File: src/rtl/mux_fifo.sv
// Index-steered N-way dataflow multiplexer feeding a circular output FIFO.
// Out-of-range index tokens are consumed without a write and raise a sticky error flag.
module mux_fifo #(
  parameter int SIZE         = 2,
  parameter int DATA_WIDTH   = 32,
  parameter int SELECT_WIDTH = 2,
  parameter int OUT_DEPTH    = 2,
  parameter int COUNT_WIDTH  = 2
) (
  input  logic                       clk,
  input  logic                       rst,
  input  logic [SIZE*DATA_WIDTH-1:0] ins,
  input  logic [SIZE-1:0]            ins_valid,
  output logic [SIZE-1:0]            ins_ready,
  input  logic [SELECT_WIDTH-1:0]    index,
  input  logic                       index_valid,
  output logic                       index_ready,
  output logic [DATA_WIDTH-1:0]      outs,
  output logic                       outs_valid,
  input  logic                       outs_ready,
  output logic [COUNT_WIDTH-1:0]     occupancy,
  output logic                       index_error
);

  localparam int PTR_W = (OUT_DEPTH > 1) ? $clog2(OUT_DEPTH) : 1;
  localparam logic [COUNT_WIDTH-1:0] DEPTH_C = COUNT_WIDTH'(OUT_DEPTH);
  localparam logic [PTR_W-1:0]       LAST_C  = PTR_W'(OUT_DEPTH - 1);

  logic [DATA_WIDTH-1:0]  mem [OUT_DEPTH];
  logic [PTR_W-1:0]       head, tail;
  logic [COUNT_WIDTH-1:0] count;

  logic                  sel_valid;
  logic [DATA_WIDTH-1:0] sel_data;
  logic                  in_range, full, push, drop, pop;

  // Decoded by loop so an out-of-range index never indexes past the channel array.
  always_comb begin
    sel_valid = 1'b0;
    sel_data  = '0;
    for (int i = 0; i < SIZE; i++) begin
      if (index == SELECT_WIDTH'(i)) begin
        sel_valid = ins_valid[i];
        sel_data  = ins[i*DATA_WIDTH +: DATA_WIDTH];
      end
    end
  end

  assign in_range = {1'b0, index} < (SELECT_WIDTH + 1)'(SIZE);
  assign full     = (count == DEPTH_C);
  // Full blocks push even when a pop is draining this cycle: keeps outs_ready off the input-side readies.
  assign push     = index_valid & in_range & sel_valid & ~full;
  assign drop     = index_valid & ~in_range;
  assign pop      = outs_valid & outs_ready;

  always_comb begin
    ins_ready = '0;
    for (int i = 0; i < SIZE; i++) begin
      ins_ready[i] = push & (index == SELECT_WIDTH'(i));
    end
  end

  assign index_ready = push | drop;
  assign outs        = mem[head];
  assign outs_valid  = (count != '0);
  assign occupancy   = count;

  function automatic logic [PTR_W-1:0] next_ptr(input logic [PTR_W-1:0] p);
    return (p == LAST_C) ? '0 : p + 1'b1;
  endfunction

  // NOTE: storage is deliberately left out of reset; only pointers and count define validity.
  always_ff @(posedge clk) begin
    if (push) mem[tail] <= sel_data;
  end

  // NOTE: sequential state uses non-blocking assignments so every register samples pre-edge values.
  always_ff @(posedge clk or posedge rst) begin
    if (rst) begin
      head        <= '0;
      tail        <= '0;
      count       <= '0;
      index_error <= 1'b0;
    end else begin
      if (push) tail <= next_ptr(tail);
      if (pop)  head <= next_ptr(head);
      case ({push, pop})
        2'b10:   count <= count + 1'b1;
        2'b01:   count <= count - 1'b1;
        default: count <= count;
      endcase
      if (drop) index_error <= 1'b1;
    end
  end

endmodule

File: config.mk
export PLATFORM = sky130hd
export DESIGN_NAME = mux_fifo
export DESIGN_NICKNAME = d
export VERILOG_FILES = /design/src/rtl/mux_fifo.sv
export SDC_FILE = /design/constraint.sdc
export NUM_CORES = 1
export LEC_CHECK = 0
export ABC_AREA = 1
export BUFFER_PORTS_ARGS = -buffer_cell sky130_fd_sc_hd__buf_4
export CAP_MARGIN = 20
export CORE_UTILIZATION = 30
export DETAILED_ROUTE_END_ITERATION = 10
export PLACE_DENSITY = 0.59
export SKIP_LAST_GASP = 1
export SYNTH_ARGS = -nofsm -noshare
export SYNTH_HDL_FRONTEND = slang
export SYNTH_SLANG_ARGS = --single-unit
File: constraint.sdc
create_clock -name clk -period 6.1 [get_ports clk]
set_clock_uncertainty 0.15 [all_clocks]
set_input_delay 1.525 -clock clk [delete_from_list [all_inputs] [get_ports clk]]
set_output_delay 1.525 -clock clk [all_outputs]
set_load 0.02 [all_outputs]
==> reports/qor.log <==
[status] run status finished clean
[synth] most used flip-flop cell after synthesis sky130_fd_sc_hd__edfxtp_1
[run] Max-cap violations 0
[setup_path] endpoint of the lowest-slack register-to-register path mem[1][29]
[min_path] end point of the worst hold path tail
[floorplan] Die Outline Area 0.0107 mm^2
[timing] headroom to the max-slew limit 0.342
[clock_tree] number of buffers created by CTS 9
[synth] library cell with the highest instance count after synthesis sky130_fd_sc_hd__nand2_1
[detailed_routing] via count 2172
[floorplan] area of the core 0.00986 mm^2
[clock_tree] CTS sink count 69
[grt] met1 layer usage reported by global route 0.142
[timing] total negative slack for setup checks 0 ns
[timing] Worst-Margin Slew 0.985 ns
[setup_path] critical path launch point type input port
[placed_design] Final Wtd Congestion 0.802
[clock_tree] # hold bufs at CTS 0
[clock_tree] cell at the root of the clock tree sky130_fd_sc_hd__clkbuf_8
[final_layout] utilization after layout 0.425
[final_layout] number of nets at the end of the flow 431
[setup_path] largest driver fanout on the critical path 35
[timing] highest achievable clock rate 220 MHz
[final_layout] FILL cells 972
[synth] Syn Nets 322
[setup_path] required time of the critical path 4.43 ns
[synth] top-area cell type share of the netlist area 0.624
[grt] met3 Use GR 0.0323
[pwr] worst-case vdd ir drop 0.132 mV
[clock_tree] clock insertion delay at the later pin of the skew report 0.33 ns
[pwr] leakage power figure 1.79 nW
[detailed_routing] total wirelength of the detailed-routed design 6780 um
[detailed_routing] DRT iter0 DRCs 58
[grt] vias in the first global route 2221
[placed_design] number of port buffers 110
[clock_tree] maximum buffer depth of the clock tree 2
[clock_tree] Resize count post-CTS 0
[grt] first-pass GRT wire length 10200 um
[final_layout] antenna diode count 0
[grt] initial antenna violation count 0
[floorplan] die width 103 um
[timing] Final Cycle Share 0.744
[final_layout] ratio of cells with drive above 1 in the final layout 0.452
[floorplan] starting utilization of the core area 0.312
[timing] smallest setup slack after layout 1.56 ns
[floorplan] chip height 103 um
[synth] register area share after synthesis 0.665
[detailed_routing] wire per inst 13.7 um
[synth] top post-synthesis cells by area sky130_fd_sc_hd__edfxtp_1 (62%), sky130_fd_sc_hd__mux2_2 (12%), sky130_fd_sc_hd__nand2_1 (9.4%)
[floorplan] IO Pins 111
[min_path] source of the worst hold timing path tail
[grt] global-route usage over all layers 0.132
[detailed_routing] via count normalized by instance count 4.38
[floorplan] Rows 36
[synth] leading cell types by count after synthesis sky130_fd_sc_hd__nand2_1 (77), sky130_fd_sc_hd__edfxtp_1 (64), sky130_fd_sc_hd__nand3_1 (35)
[synth] proportion of register bits with asynchronous set or reset after synthesis 0.0725
[timing] fin crit period 4.54 ns
[placed_design] dpl hpwl 4590 um
[setup_path] Worst Setup End Kind output port
[synth] number of enable-type register cells in the synthesized netlist 64
[synth] dominant cell type by area after synthesis sky130_fd_sc_hd__edfxtp_1
[detailed_routing] number of detailed-route iterations in the first pass 4
[clock_tree] CTS tree built
[min_path] worst hold path depth 2
[setup_path] worst-case register-to-register setup slack 3.95 ns
[synth] cell area after synthesis 0.00308 mm^2
[synth] post-synthesis cell count 249
[pwr] Design Power 1.38 mW
[grt] pin count of the biggest net entering global routing 36
[placed_design] placed cell areas 0.00400 mm^2
[final_layout] growth of design area from synthesis to finish 36.3%
[timing] unrepaired setup endpoints after global routing no
[timing] final-report setup violation count 0
[synth] YS warnings 0
[grt] M2 GR Usage 0.241
[synth] flip-flop and latch count after synthesis 69
[min_path] min-delay worst type reg -> reg
[grt] Overflow after GRT 0
[timing] Final Hold Vio Count 0
[synth] count of different cell masters after synthesis 16
[setup_path] depth of the worst register-to-register path 5
[pwr] cell area power density 329 mW/mm^2
[clock_tree] total setup buffers inserted after CTS 0
[grt] most heavily used metal layer in global routing met2
[final_layout] Final Instance Area 0.00419 mm^2
[clock_tree] clock slew seen by the registers of the worst setup and hold paths 0.07 ns
[setup_path] worst flop-to-flop path startpoint occupancy[1]
[detailed_routing] DRC errors left 0
[detailed_routing] DRT antenna net count 0
[placed_design] pre-CTS setup slack 1.55 ns
[timing] number of pins exceeding their max-slew limit in the final report 0
[clock_tree] H-Tree Depth 3
[setup_path] data arrival time of the critical path 2.86 ns
[synth] per-instance average area after synthesis 12.4 um^2
[setup_path] WS Path Type in -> out
-- how the worst max path moves through the flow --
| stage | endpoint | cells after the start | startpoint |
|---|---|---|---|
| 2_1_floorplan | ins_ready[0] | 6 | index[0] |
| 3_3_place_gp | ins_ready[1] | 7 | index[1] |
| 3_5_place_dp | ins_ready[0] | 7 | index[1] |
| 4_1_cts | ins_ready[0] | 7 | index[1] |
| 5_1_grt | ins_ready[0] | 7 | index[1] |
| 6_report | ins_ready[0] | 7 | index[1] |
-- sequential cells by signal (all words and copies together), names as in the netlist --
signal	flops
index_error	1
tail	1
mem	64
head	1
occupancy	2
-- layout make-up --
class                   instances  area [um^2]  area share
flip-flops and latches         69         2050       0.488
multi-input cells             155          907       0.216
clock inverters                 7         66.3      0.0158
inverters                      11         41.3     0.00984
clock buffers                   9          124      0.0295
well taps                     133          166      0.0397
repair buffers                112          841       0.200
-- power by group --
group	internal, mW	leakage, nW	switching (mW)
Combinational	0.219	1.06	0.206
Clock	0.186	0.0887	0.166
Sequential	0.549	0.642	0.0541
-- worst max-delay path, cell delays in order --
cell,delay [ns]
sky130_fd_sc_hd__buf_4,0.13
sky130_fd_sc_hd__inv_2,0.42
sky130_fd_sc_hd__nand2_1,0.13
sky130_fd_sc_hd__nor2_1,0.21
sky130_fd_sc_hd__nand2_2,0.14
sky130_fd_sc_hd__nor2_1,0.14
sky130_fd_sc_hd__buf_4,0.16
-- per-layer routing --
metal,wire [um],up-vias
met3,436,13
met1,2660,1003
met4,124,0
met2,3560,75
li1,-,1081
met5,0,-
-- cells in the final DEF, fill, tap and decap left out, types with 2 or more instances in the layout --
cell type	count
sky130_fd_sc_hd__buf_4	112
sky130_fd_sc_hd__clkbuf_8	9
sky130_fd_sc_hd__clkinv_2	2
sky130_fd_sc_hd__clkinvlp_4	3
sky130_fd_sc_hd__dfrtp_1	4
sky130_fd_sc_hd__edfxtp_1	64
sky130_fd_sc_hd__inv_1	10
sky130_fd_sc_hd__mux2_2	32
sky130_fd_sc_hd__nand2_1	77
sky130_fd_sc_hd__nand3_1	35
sky130_fd_sc_hd__nor2_1	4
sky130_fd_sc_hd__nor2_4	2
sky130_fd_sc_hd__xnor2_1	2
-- logic make-up after synthesis --
kind of cell | after synthesis | synth area share
AND/OR/NAND/NOR | 119 | 0.163
flip-flops | 69 | 0.665
multiplexers | 32 | 0.117
buffers and inverters | 25 | 0.0427
XOR/XNOR | 3 | 0.00854
adder cells (fa/ha/maj) | 1 | 0.00406
-- metrics by stage --
| step | cells | hold WS (ns) |
|---|---|---|
| floorplan | 249 | 0.292 |
| global placement | 480 | 0.311 |
| detailed placement | 480 | 0.315 |
| CTS | 496 | 0.332 |
| global route | 496 | 0.342 |
| finish | 496 | 0.328 |
No activity file was read; power rests on OpenSTA's default activity.
